===== src/rtl/vga_bitplane_writer.sv =====
`default_nettype none
// ============================================================================
// Module      : vga_bitplane_writer
// Description : Converts a raster RGB565 pixel stream (valid/ready) into three
//               1-bit-per-pixel bitplanes by per-channel thresholding. Pixels
//               are packed MSB-first, 64 per row, and one row write is emitted
//               to the red/green/blue image RAMs per completed row.
//               Optional feature macro: VGA_BITPLANE_DITHER_EN (2x2 ordered
//               dither on the thresholds).
// Revision    : 1.0 - initial release
// ============================================================================
module vga_bitplane_writer #(
   parameter int R_THR = 16,
   parameter int G_THR = 32,
   parameter int B_THR = 16
) (
   input  logic        vga_clk,
   input  logic        rst,
   input  logic        frame_start,
   input  logic        pix_valid,
   input  logic [15:0] pix_data,
   output logic        pix_ready,
   output logic        busy,
   output logic        frame_done,
   output logic        ram_we,
   output logic [5:0]  ram_addr,
   output logic [63:0] red_ram_data,
   output logic [63:0] green_ram_data,
   output logic [63:0] blue_ram_data
);

   localparam logic [1:0] S_IDLE  = 2'd0;
   localparam logic [1:0] S_FILL  = 2'd1;
   localparam logic [1:0] S_WRITE = 2'd2;
   localparam logic [1:0] S_DONE  = 2'd3;

   localparam logic [4:0] C_R_THR = 5'(R_THR);
   localparam logic [5:0] C_G_THR = 6'(G_THR);
   localparam logic [4:0] C_B_THR = 5'(B_THR);

   logic [1:0]  r_state;
   logic [5:0]  r_x;
   logic [5:0]  r_y;
   logic [63:0] r_red_sr;
   logic [63:0] r_grn_sr;
   logic [63:0] r_blu_sr;
   logic [5:0]  r_ram_addr;
   logic [63:0] r_red_data;
   logic [63:0] r_grn_data;
   logic [63:0] r_blu_data;

   logic [4:0]  w_r_thr;
   logic [5:0]  w_g_thr;
   logic [4:0]  w_b_thr;
   logic        w_r_bit;
   logic        w_g_bit;
   logic        w_b_bit;
   logic        w_xfer;
   logic        w_row_end;

`ifdef VGA_BITPLANE_DITHER_EN
   logic signed [7:0] w_off;
   logic signed [7:0] w_r_sum;
   logic signed [7:0] w_g_sum;
   logic signed [7:0] w_b_sum;

   // Position-dependent threshold: base plus 2x2 Bayer offset, clamped to channel range
   always_comb begin
      w_off = 8'sd0;
      case ({r_y[0], r_x[0]})
         2'b00:   w_off = -8'sd6;
         2'b01:   w_off =  8'sd2;
         2'b10:   w_off =  8'sd6;
         default: w_off = -8'sd2;
      endcase
      w_r_sum = $signed({3'b000, C_R_THR}) + w_off;
      w_g_sum = $signed({2'b00, C_G_THR}) + (w_off <<< 1);
      w_b_sum = $signed({3'b000, C_B_THR}) + w_off;

      if (w_r_sum < 8'sd0)       w_r_thr = 5'd0;
      else if (w_r_sum > 8'sd31) w_r_thr = 5'd31;
      else                       w_r_thr = w_r_sum[4:0];

      if (w_g_sum < 8'sd0)       w_g_thr = 6'd0;
      else if (w_g_sum > 8'sd63) w_g_thr = 6'd63;
      else                       w_g_thr = w_g_sum[5:0];

      if (w_b_sum < 8'sd0)       w_b_thr = 5'd0;
      else if (w_b_sum > 8'sd31) w_b_thr = 5'd31;
      else                       w_b_thr = w_b_sum[4:0];
   end
`else
   assign w_r_thr = C_R_THR;
   assign w_g_thr = C_G_THR;
   assign w_b_thr = C_B_THR;
`endif

   assign w_r_bit   = (pix_data[15:11] >= w_r_thr);
   assign w_g_bit   = (pix_data[10:5]  >= w_g_thr);
   assign w_b_bit   = (pix_data[4:0]   >= w_b_thr);

   assign pix_ready = (r_state == S_FILL);
   assign busy      = (r_state == S_FILL) || (r_state == S_WRITE);
   assign ram_we    = (r_state == S_WRITE);
   assign frame_done = (r_state == S_DONE);

   // A transfer only counts when no frame restart preempts it
   assign w_xfer    = pix_ready && pix_valid && !frame_start;
   assign w_row_end = w_xfer && (r_x == 6'd63);

   assign ram_addr       = r_ram_addr;
   assign red_ram_data   = r_red_data;
   assign green_ram_data = r_grn_data;
   assign blue_ram_data  = r_blu_data;

   // Control FSM, pixel/row counters and per-channel shift registers
   always_ff @(posedge vga_clk) begin
      if (rst) begin
         r_state  <= S_IDLE;
         r_x      <= 6'd0;
         r_y      <= 6'd0;
         r_red_sr <= 64'd0;
         r_grn_sr <= 64'd0;
         r_blu_sr <= 64'd0;
      end else if (frame_start) begin
         r_state  <= S_FILL;
         r_x      <= 6'd0;
         r_y      <= 6'd0;
         r_red_sr <= 64'd0;
         r_grn_sr <= 64'd0;
         r_blu_sr <= 64'd0;
      end else begin
         case (r_state)
            S_FILL: begin
               if (w_xfer) begin
                  r_red_sr <= {r_red_sr[62:0], w_r_bit};
                  r_grn_sr <= {r_grn_sr[62:0], w_g_bit};
                  r_blu_sr <= {r_blu_sr[62:0], w_b_bit};
                  r_x      <= r_x + 6'd1;
                  if (r_x == 6'd63) begin
                     r_state <= S_WRITE;
                  end
               end
            end
            S_WRITE: begin
               if (r_y == 6'd63) begin
                  r_state <= S_DONE;
               end else begin
                  r_y     <= r_y + 6'd1;
                  r_x     <= 6'd0;
                  r_state <= S_FILL;
               end
            end
            S_DONE: begin
               r_state <= S_IDLE;
            end
            default: begin
               r_state <= S_IDLE;
            end
         endcase
      end
   end

   // Row output registers: captured on the last pixel so they are valid during WRITE, held otherwise
   always_ff @(posedge vga_clk) begin
      if (rst) begin
         r_ram_addr <= 6'd0;
         r_red_data <= 64'd0;
         r_grn_data <= 64'd0;
         r_blu_data <= 64'd0;
      end else if (w_row_end) begin
         r_ram_addr <= r_y;
         r_red_data <= {r_red_sr[62:0], w_r_bit};
         r_grn_data <= {r_grn_sr[62:0], w_g_bit};
         r_blu_data <= {r_blu_sr[62:0], w_b_bit};
      end
   end

endmodule
`default_nettype wire


===== config.mk =====
export PLATFORM = sky130hd
export DESIGN_NAME = vga_bitplane_writer
export DESIGN_NICKNAME = d
export VERILOG_FILES = /design/src/rtl/vga_bitplane_writer.sv
export SDC_FILE = /design/constraint.sdc
export NUM_CORES = 1
export LEC_CHECK = 0
export CELL_PAD_IN_SITES_DETAIL_PLACEMENT = 0
export CELL_PAD_IN_SITES_GLOBAL_PLACEMENT = 1
export CORE_ASPECT_RATIO = 1.4
export CORE_UTILIZATION = 41
export DETAILED_ROUTE_END_ITERATION = 8
export PLACE_DENSITY_LB_ADDON = 0.2
export SLEW_MARGIN = 30
export SYNTH_ARGS = -nofsm -noshare
export SYNTH_HDL_FRONTEND = slang
export SYNTH_SLANG_ARGS = --single-unit

===== constraint.sdc =====
create_clock -name vga_clk -period 2.2 [get_ports vga_clk]
set_input_delay 0.44 -clock vga_clk [delete_from_list [all_inputs] [get_ports vga_clk]]
set_output_delay 0.44 -clock vga_clk [all_outputs]
set_load 0.02 [all_outputs]

==> metrics.txt, run 1 <==
# TYPE chip_impl_metric gauge
chip_impl_metric{name="dp_hpwl",unit="µm"} 25380
chip_impl_info{name="dominantRegCellSynth",value="sky130_fd_sc_hd__dfxtp_1"} 1
chip_impl_metric{name="synth_edf_count",unit=""} 0
chip_impl_info{name="layout_commonest_cell",value="sky130_fd_sc_hd__dfxtp_1"} 1
chip_impl_metric{name="numClockSinks",unit=""} 401
chip_impl_metric{name="dpl-instance-area",unit="µm²"} 18160
chip_impl_metric{name="worst-slew-pin-transition",unit="ps"} 642.5
chip_impl_metric{name="die_h",unit="µm"} 233.2
chip_impl_metric{name="ant_nets",unit=""} 0
chip_impl_metric{name="total_leakage_power",unit="nW"} 6.027
chip_impl_metric{name="cts_max_level",unit=""} 2
chip_impl_metric{name="drt-initial-drc-count",unit=""} 907
chip_impl_metric{name="start_util",unit=""} 0.4159
chip_impl_metric{name="final-setup-viol-count",unit=""} 0
chip_impl_info{name="setup.worst_path.start_class",value="register"} 1
chip_impl_metric{name="globalRouteOverflowTotal",unit=""} 0
chip_impl_metric{name="critPathRequiredTime",unit="ps"} 1760
chip_impl_metric{name="number_of_iterations_in_the_first_detailed_routing_pass",unit=""} 7
chip_impl_metric{name="fin_nets",unit=""} 1857
chip_impl_info{name="mostFrequentLayoutCells",value="sky130_fd_sc_hd__dfxtp_1 (401), sky130_fd_sc_hd__a21oi_1 (330), sky130_fd_sc_hd__nand2_1 (261)"} 1
chip_impl_metric{name="area_of_the_placeable_core",unit="µm²"} 37630
chip_impl_info{name="crit_path_end_kind",value="primary output"} 1
chip_impl_metric{name="postSynthAreaPerCell",unit="µm²"} 8.982
chip_impl_metric{name="post_drt_wl_per_cell",unit="µm"} 18.78
chip_impl_metric{name="pwr_density_cell",unit="nW/µm²"} 747.1
chip_impl_metric{name="vdd_drop_max",unit="µV"} 466.4
chip_impl_metric{name="post_cts_repair_resize_count",unit=""} 6
chip_impl_metric{name="groute.usage.overall",unit=""} 0.2201
chip_impl_metric{name="slew_headroom",unit=""} 0.5717
chip_impl_metric{name="totalNegativeSetupSlack",unit="ps"} 0
chip_impl_metric{name="post_synth_num_cell_types",unit=""} 41
chip_impl_metric{name="report.final.slew_viol_count",unit=""} 0
chip_impl_metric{name="post_synth_inst_count",unit=""} 1742
chip_impl_metric{name="cp.arrival",unit="ps"} 1620
chip_impl_metric{name="grt_first_pass_wirelength",unit="µm"} 71010
chip_impl_metric{name="postLayoutCellArea",unit="µm²"} 19430
chip_impl_metric{name="total_cts_buffers",unit=""} 39
chip_impl_metric{name="viasPerCell",unit=""} 5.923
chip_impl_metric{name="hold_buffers",unit=""} 0
chip_impl_info{name="path_class",value="reg -> out"} 1
chip_impl_metric{name="row_count",unit=""} 84
chip_impl_metric{name="routed-via-count",unit=""} 13830
chip_impl_metric{name="seq_area_frac_synth",unit=""} 0.5130
chip_impl_metric{name="max_cap_violations",unit=""} 0
chip_impl_metric{name="place.gp.congestion",unit=""} 0.7613
chip_impl_metric{name="io_pins",unit=""} 222
chip_impl_metric{name="ys_warn_count",unit=""} 0
chip_impl_metric{name="fmax",unit="GHz"} 0.4843
chip_impl_metric{name="synth-async-reset-ratio",unit=""} 0
chip_impl_info{name="tritoncts",value="built"} 1
chip_impl_metric{name="drt-total-wl",unit="µm"} 43820
chip_impl_metric{name="postCtsSetupBuffers",unit=""} 0
chip_impl_metric{name="fraction_of_final_layout_cells_with_drive_strength_greater_than_1",unit=""} 0.1038
chip_impl_metric{name="syn_area",unit="µm²"} 15650
chip_impl_info{name="grt_setup_unrepaired",value="false"} 1
chip_impl_metric{name="shortest_clock_period_the_worst_path_allows_after_layout",unit="ps"} 2065
chip_impl_metric{name="mappedNetlistNets",unit=""} 1767
chip_impl_metric{name="multiInputGateArea",unit="µm²"} 6609
chip_impl_metric{name="antenna_found_initial",unit=""} 1
chip_impl_metric{name="clk_transition_reported_paths",unit="ps"} 60
chip_impl_metric{name="finalClockSkew",unit="ps"} 12.48
chip_impl_metric{name="first_global_vias",unit=""} 13420
chip_impl_metric{name="clock_latency",unit="ps"} 530
chip_impl_info{name="cts-root-buf",value="sky130_fd_sc_hd__clkbuf_16"} 1
chip_impl_info{name="holdCritPathClass",value="in -> reg"} 1
chip_impl_metric{name="layout.filler_cells",unit=""} 3555
chip_impl_metric{name="path_max_fanout",unit=""} 8
chip_impl_metric{name="die-area",unit="µm²"} 38960
chip_impl_metric{name="area_growth",unit="%"} 24.20
chip_impl_metric{name="ys_ff_latch",unit=""} 401
chip_impl_metric{name="portbufs",unit=""} 208
chip_impl_metric{name="final_min_period_over_clock_period",unit=""} 0.9386
chip_impl_metric{name="die_w",unit="µm"} 167.1
chip_impl_metric{name="instances_no_fill",unit=""} 2334
chip_impl_info{name="status",value="completed"} 1
chip_impl_metric{name="dp_cells",unit=""} 2264
chip_impl_metric{name="pin_count_of_the_biggest_net_entering_global_routing",unit=""} 98
chip_impl_metric{name="cts_max_path_buffers",unit=""} 3
chip_impl_metric{name="hold_viol",unit=""} 0
chip_impl_metric{name="drt_drc_violations_left",unit=""} 0
chip_impl_metric{name="final-seq-area",unit="µm²"} 8028
[final timing paths]
check / cells after the start / slack [ps] / startpoint / to
worst min register to register: 2 / 460 / r_blu_sr[62] / r_blu_sr[62]
worst max register to register: 5 / 390 / r_state[0] / green_ram_data[21]
worst max-delay path: 2 / 140 / r_state[0] / pix_ready
worst min-delay path: 4 / 260 / rst / r_x[1]
[sequential cells by signal, indices dropped and copies added, names as in the netlist]
signal          count
blue_ram_data      64
green_ram_data     64
red_ram_data       64
r_blu_sr           63
r_grn_sr           63
r_red_sr           63
r_x                 6
r_y                 6
ram_addr            6
r_state             2
[worst max-delay path, cell delays in order (launching register included)]
cell                              delay [ps]
sky130_fd_sc_hd__dfxtp_1                 390
sky130_fd_sc_hd__ha_2                    310
sky130_fd_sc_hd__clkdlybuf4s15_1         400
[layout make-up]
type,instances,area share
Antenna cell,1,0.0001288
Sequential cell,401,0.4131
Multi-Input combinational cell,1114,0.3401
Timing Repair Buffer,270,0.1494
Tap cell,473,0.03045
Inverter,6,0.001159
Clock inverter,5,0.003863
Clock buffer,64,0.06187
[logic make-up (layout without fill, tap and decap cells)]
logic type | count (synthesis) | count (layout) | share of synthesized area
AO/OA/AOI/OAI | 608 | 608 | 0.2547
buffers and inverters | 227 | 345 | 0.06805
AND/OR/NAND/NOR | 498 | 498 | 0.1583
adder cells (fa/ha/maj) | 5 | 5 | 0.003998
multiplexers | 3 | 3 | 0.001919
flip-flops | 401 | 401 | 0.5130
other | 0 | 1 | 0
[report_power, final]
group | switching (W) | internal (W) | total [W]
registers | 0.0000181 | 0.00728 | 0.00730
clock network | 0.00275 | 0.00396 | 0.00670
logic | 0.000381 | 0.000136 | 0.000517
total | 0.00314 | 0.0114 | 0.0145
[cell usage after synthesis, types with 5 or more instances]
library cell	count	area share
sky130_fd_sc_hd__nand4_1	201	0.080
sky130_fd_sc_hd__clkbuf_1	113	0.027
sky130_fd_sc_hd__buf_2	80	0.026
sky130_fd_sc_hd__ha_1	5	0.0040
sky130_fd_sc_hd__nand2_1	263	0.063
sky130_fd_sc_hd__buf_4	10	0.0048
sky130_fd_sc_hd__a21oi_1	330	0.11
sky130_fd_sc_hd__inv_1	6	0.0014
sky130_fd_sc_hd__dfxtp_1	401	0.51
sky130_fd_sc_hd__nor2_1	5	0.0012
sky130_fd_sc_hd__buf_6	10	0.0072
sky130_fd_sc_hd__o221a_2	62	0.045
sky130_fd_sc_hd__o31ai_1	199	0.095
sky130_fd_sc_hd__buf_1	8	0.0019
[through the flow]
step                      total power, W  setup WS [ps]  hold slack [ps]    util
after global routing             0.01504          82.28            253.7  0.5165
after CTS                        0.01473          9.569            226.6  0.5165
after floorplan                 0.007796          432.7            436.7       -
after global placement          0.007980          127.9            444.3  0.4826
final                            0.01452          135.1            259.7  0.5165
after detailed placement        0.007983          86.36            449.8  0.4826
[metal layers]
metal	vias up	wire (µm)	GRT usage
li1	6664	-	-
met1	6794	19810	0.2862
met2	310	21350	0.3754
met3	57	1667	0.03050
met4	0	994	0.07060
met5	-	0	0
No activity file was read; power rests on OpenSTA's default activity.
==> inputs of run 2 (changes only) <==
--- a/config.mk
+++ b/config.mk
@@ -8,8 +8,10 @@
 export CELL_PAD_IN_SITES_DETAIL_PLACEMENT = 0
 export CELL_PAD_IN_SITES_GLOBAL_PLACEMENT = 1
 export CORE_ASPECT_RATIO = 1.4
+export CORE_MARGIN = 2
 export CORE_UTILIZATION = 41
 export DETAILED_ROUTE_END_ITERATION = 8
+export MAX_ROUTING_LAYER = met4
 export PLACE_DENSITY_LB_ADDON = 0.2
 export SLEW_MARGIN = 30
 export SYNTH_ARGS = -nofsm -noshare
==> metrics.txt, run 2 (synthesis results as in run 1) <==
# TYPE chip_impl_metric gauge
chip_impl_metric{name="routed-via-count",unit=""} 13870
chip_impl_metric{name="fmax",unit="GHz"} 0.4713
chip_impl_metric{name="slew_headroom",unit=""} 0.5752
chip_impl_metric{name="io_pins",unit=""} 222
chip_impl_metric{name="pwr_density_cell",unit="nW/µm²"} 762.5
chip_impl_metric{name="antenna_found_initial",unit=""} 1
chip_impl_info{name="status",value="completed"} 1
chip_impl_metric{name="clock_latency",unit="ps"} 530
chip_impl_metric{name="place.gp.congestion",unit=""} 0.7783
chip_impl_metric{name="instances_no_fill",unit=""} 2326
chip_impl_metric{name="fin_nets",unit=""} 1849
chip_impl_metric{name="ant_nets",unit=""} 0
chip_impl_info{name="path_class",value="reg -> out"} 1
chip_impl_metric{name="number_of_iterations_in_the_first_detailed_routing_pass",unit=""} 5
chip_impl_metric{name="post_drt_wl_per_cell",unit="µm"} 19.36
chip_impl_metric{name="vdd_drop_max",unit="µV"} 596.1
chip_impl_metric{name="grt_first_pass_wirelength",unit="µm"} 71880
chip_impl_metric{name="depth_of_the_worst_register_to_register_path",unit=""} 5
chip_impl_metric{name="total_cts_buffers",unit=""} 40
chip_impl_metric{name="finalClockSkew",unit="ps"} 6.710
chip_impl_metric{name="dp_slack",unit="ps"} 80.29
chip_impl_metric{name="viasPerCell",unit=""} 5.963
chip_impl_metric{name="dp_hpwl",unit="µm"} 25560
chip_impl_info{name="holdCritPathClass",value="in -> reg"} 1
chip_impl_metric{name="postCtsSetupBuffers",unit=""} 0
chip_impl_metric{name="pin_count_of_the_biggest_net_entering_global_routing",unit=""} 119
chip_impl_metric{name="first_global_vias",unit=""} 13320
chip_impl_metric{name="total_leakage_power",unit="nW"} 6.008
chip_impl_metric{name="drt-total-wl",unit="µm"} 45040
chip_impl_metric{name="cts_max_level",unit=""} 2
chip_impl_metric{name="critPathRequiredTime",unit="ps"} 1760
chip_impl_metric{name="die-area",unit="µm²"} 39770
chip_impl_metric{name="cp.arrival",unit="ps"} 1680
chip_impl_metric{name="hold_buffers",unit=""} 0
chip_impl_info{name="crit_path_end_kind",value="primary output"} 1
chip_impl_info{name="mostFrequentLayoutCells",value="sky130_fd_sc_hd__dfxtp_1 (401), sky130_fd_sc_hd__a21oi_1 (330), sky130_fd_sc_hd__nand2_1 (261)"} 1
chip_impl_metric{name="portbufs",unit=""} 208
chip_impl_info{name="tritoncts",value="built"} 1
chip_impl_metric{name="report.final.slew_viol_count",unit=""} 0
chip_impl_metric{name="path_max_fanout",unit=""} 4
chip_impl_info{name="setup.worst_path.start_class",value="register"} 1
chip_impl_metric{name="drt-initial-drc-count",unit=""} 1164
chip_impl_metric{name="drt_drc_violations_left",unit=""} 0
chip_impl_metric{name="fraction_of_final_layout_cells_with_drive_strength_greater_than_1",unit=""} 0.1037
chip_impl_metric{name="area_of_the_placeable_core",unit="µm²"} 37630
chip_impl_metric{name="groute.usage.overall",unit=""} 0.2240
chip_impl_metric{name="max_cap_violations",unit=""} 0
chip_impl_metric{name="globalRouteOverflowTotal",unit=""} 0
chip_impl_metric{name="final-setup-viol-count",unit=""} 0
chip_impl_info{name="cts-root-buf",value="sky130_fd_sc_hd__clkbuf_16"} 1
chip_impl_metric{name="numClockSinks",unit=""} 401
chip_impl_metric{name="hold_viol",unit=""} 0
chip_impl_metric{name="area_growth",unit="%"} 23.96
chip_impl_metric{name="timing.hold.ws",unit="ps"} 238.3
chip_impl_metric{name="totalNegativeSetupSlack",unit="ps"} 0
chip_impl_info{name="grt_setup_unrepaired",value="false"} 1
chip_impl_info{name="layout_commonest_cell",value="sky130_fd_sc_hd__dfxtp_1"} 1
chip_impl_metric{name="dp_cells",unit=""} 2255
chip_impl_metric{name="final_min_period_over_clock_period",unit=""} 0.9644
chip_impl_metric{name="worst-slew-pin-transition",unit="ps"} 637.2
chip_impl_metric{name="cts_max_path_buffers",unit=""} 3
chip_impl_metric{name="rrSetupSlack",unit="ps"} 300
chip_impl_metric{name="start_util",unit=""} 0.4159
chip_impl_metric{name="holdPathStages",unit=""} 2
chip_impl_metric{name="die_w",unit="µm"} 169.1
chip_impl_metric{name="post_cts_repair_resize_count",unit=""} 8
chip_impl_metric{name="die_h",unit="µm"} 235.2
chip_impl_metric{name="layout_setup_ws",unit="ps"} 78.34
chip_impl_metric{name="shortest_clock_period_the_worst_path_allows_after_layout",unit="ps"} 2122
chip_impl_metric{name="row_count",unit=""} 84
chip_impl_metric{name="clk_transition_reported_paths",unit="ps"} 60
## run 2: cell count changes in the layout (fill, tap and decap cells not counted), sizes merged
cell | before | now
clkdlybuf4s15 | 1 | 2
buf | 63 | 54
clkinv | 3 | 10
bufinv | 2 | 4
clkbuf | 65 | 55
clkinvlp | 0 | 1
## run 2: path summary, 6_finish.rpt
check / to / startpoint
worst min-delay path: red_ram_data[14] / rst
worst min register to register: r_red_sr[62] / r_red_sr[62]
worst max register to register: green_ram_data[22] / r_state[0]
worst max-delay path: busy / r_state[0]
## run 2: where the power goes
part / switching [W] / internal, W
Clock: 0.00285 / 0.00412
Sequential: 0.0000185 / 0.00728
Combinational: 0.000386 / 0.000133
Total: 0.00326 / 0.0115
## run 2: layout make-up
| type | count | area, µm² |
|---|---|---|
| clock inverters | 15 | 177.7 |
| inverters | 6 | 22.52 |
| multi-input cells | 1114 | 6606 |
| well taps | 473 | 591.8 |
| diodes | 1 | 2.502 |
| flip-flops and latches | 401 | 8028 |
| fillers | 3574 | 18230 |
| clock buffers | 55 | 1149 |
| repair buffers | 261 | 2819 |
## run 2: through the flow
stage | total power (W) | cell area [µm²] | utilization
final | 0.01479 | 19400 | 0.5155
after global routing | 0.01528 | 19400 | 0.5155
after CTS | 0.01497 | 19390 | 0.5154
after detailed placement | 0.007987 | 18070 | 0.4802
after global placement | 0.007985 | 18070 | 0.4802
after floorplan | 0.007796 | 15650 | -
## run 2: layer usage
layer,part of all wire,GRT usage
met4,0.022,0.05931
met1,0.44,0.2805
met3,0.041,0.03615
met2,0.49,0.3756
met5,0,-
## run 2: critical path, cell delays in order (launching register included)
cell	delay [ps]
sky130_fd_sc_hd__dfxtp_1	390
sky130_fd_sc_hd__inv_1	60
sky130_fd_sc_hd__ha_1	340
sky130_fd_sc_hd__inv_1	70
sky130_fd_sc_hd__clkdlybuf4s15_2	280
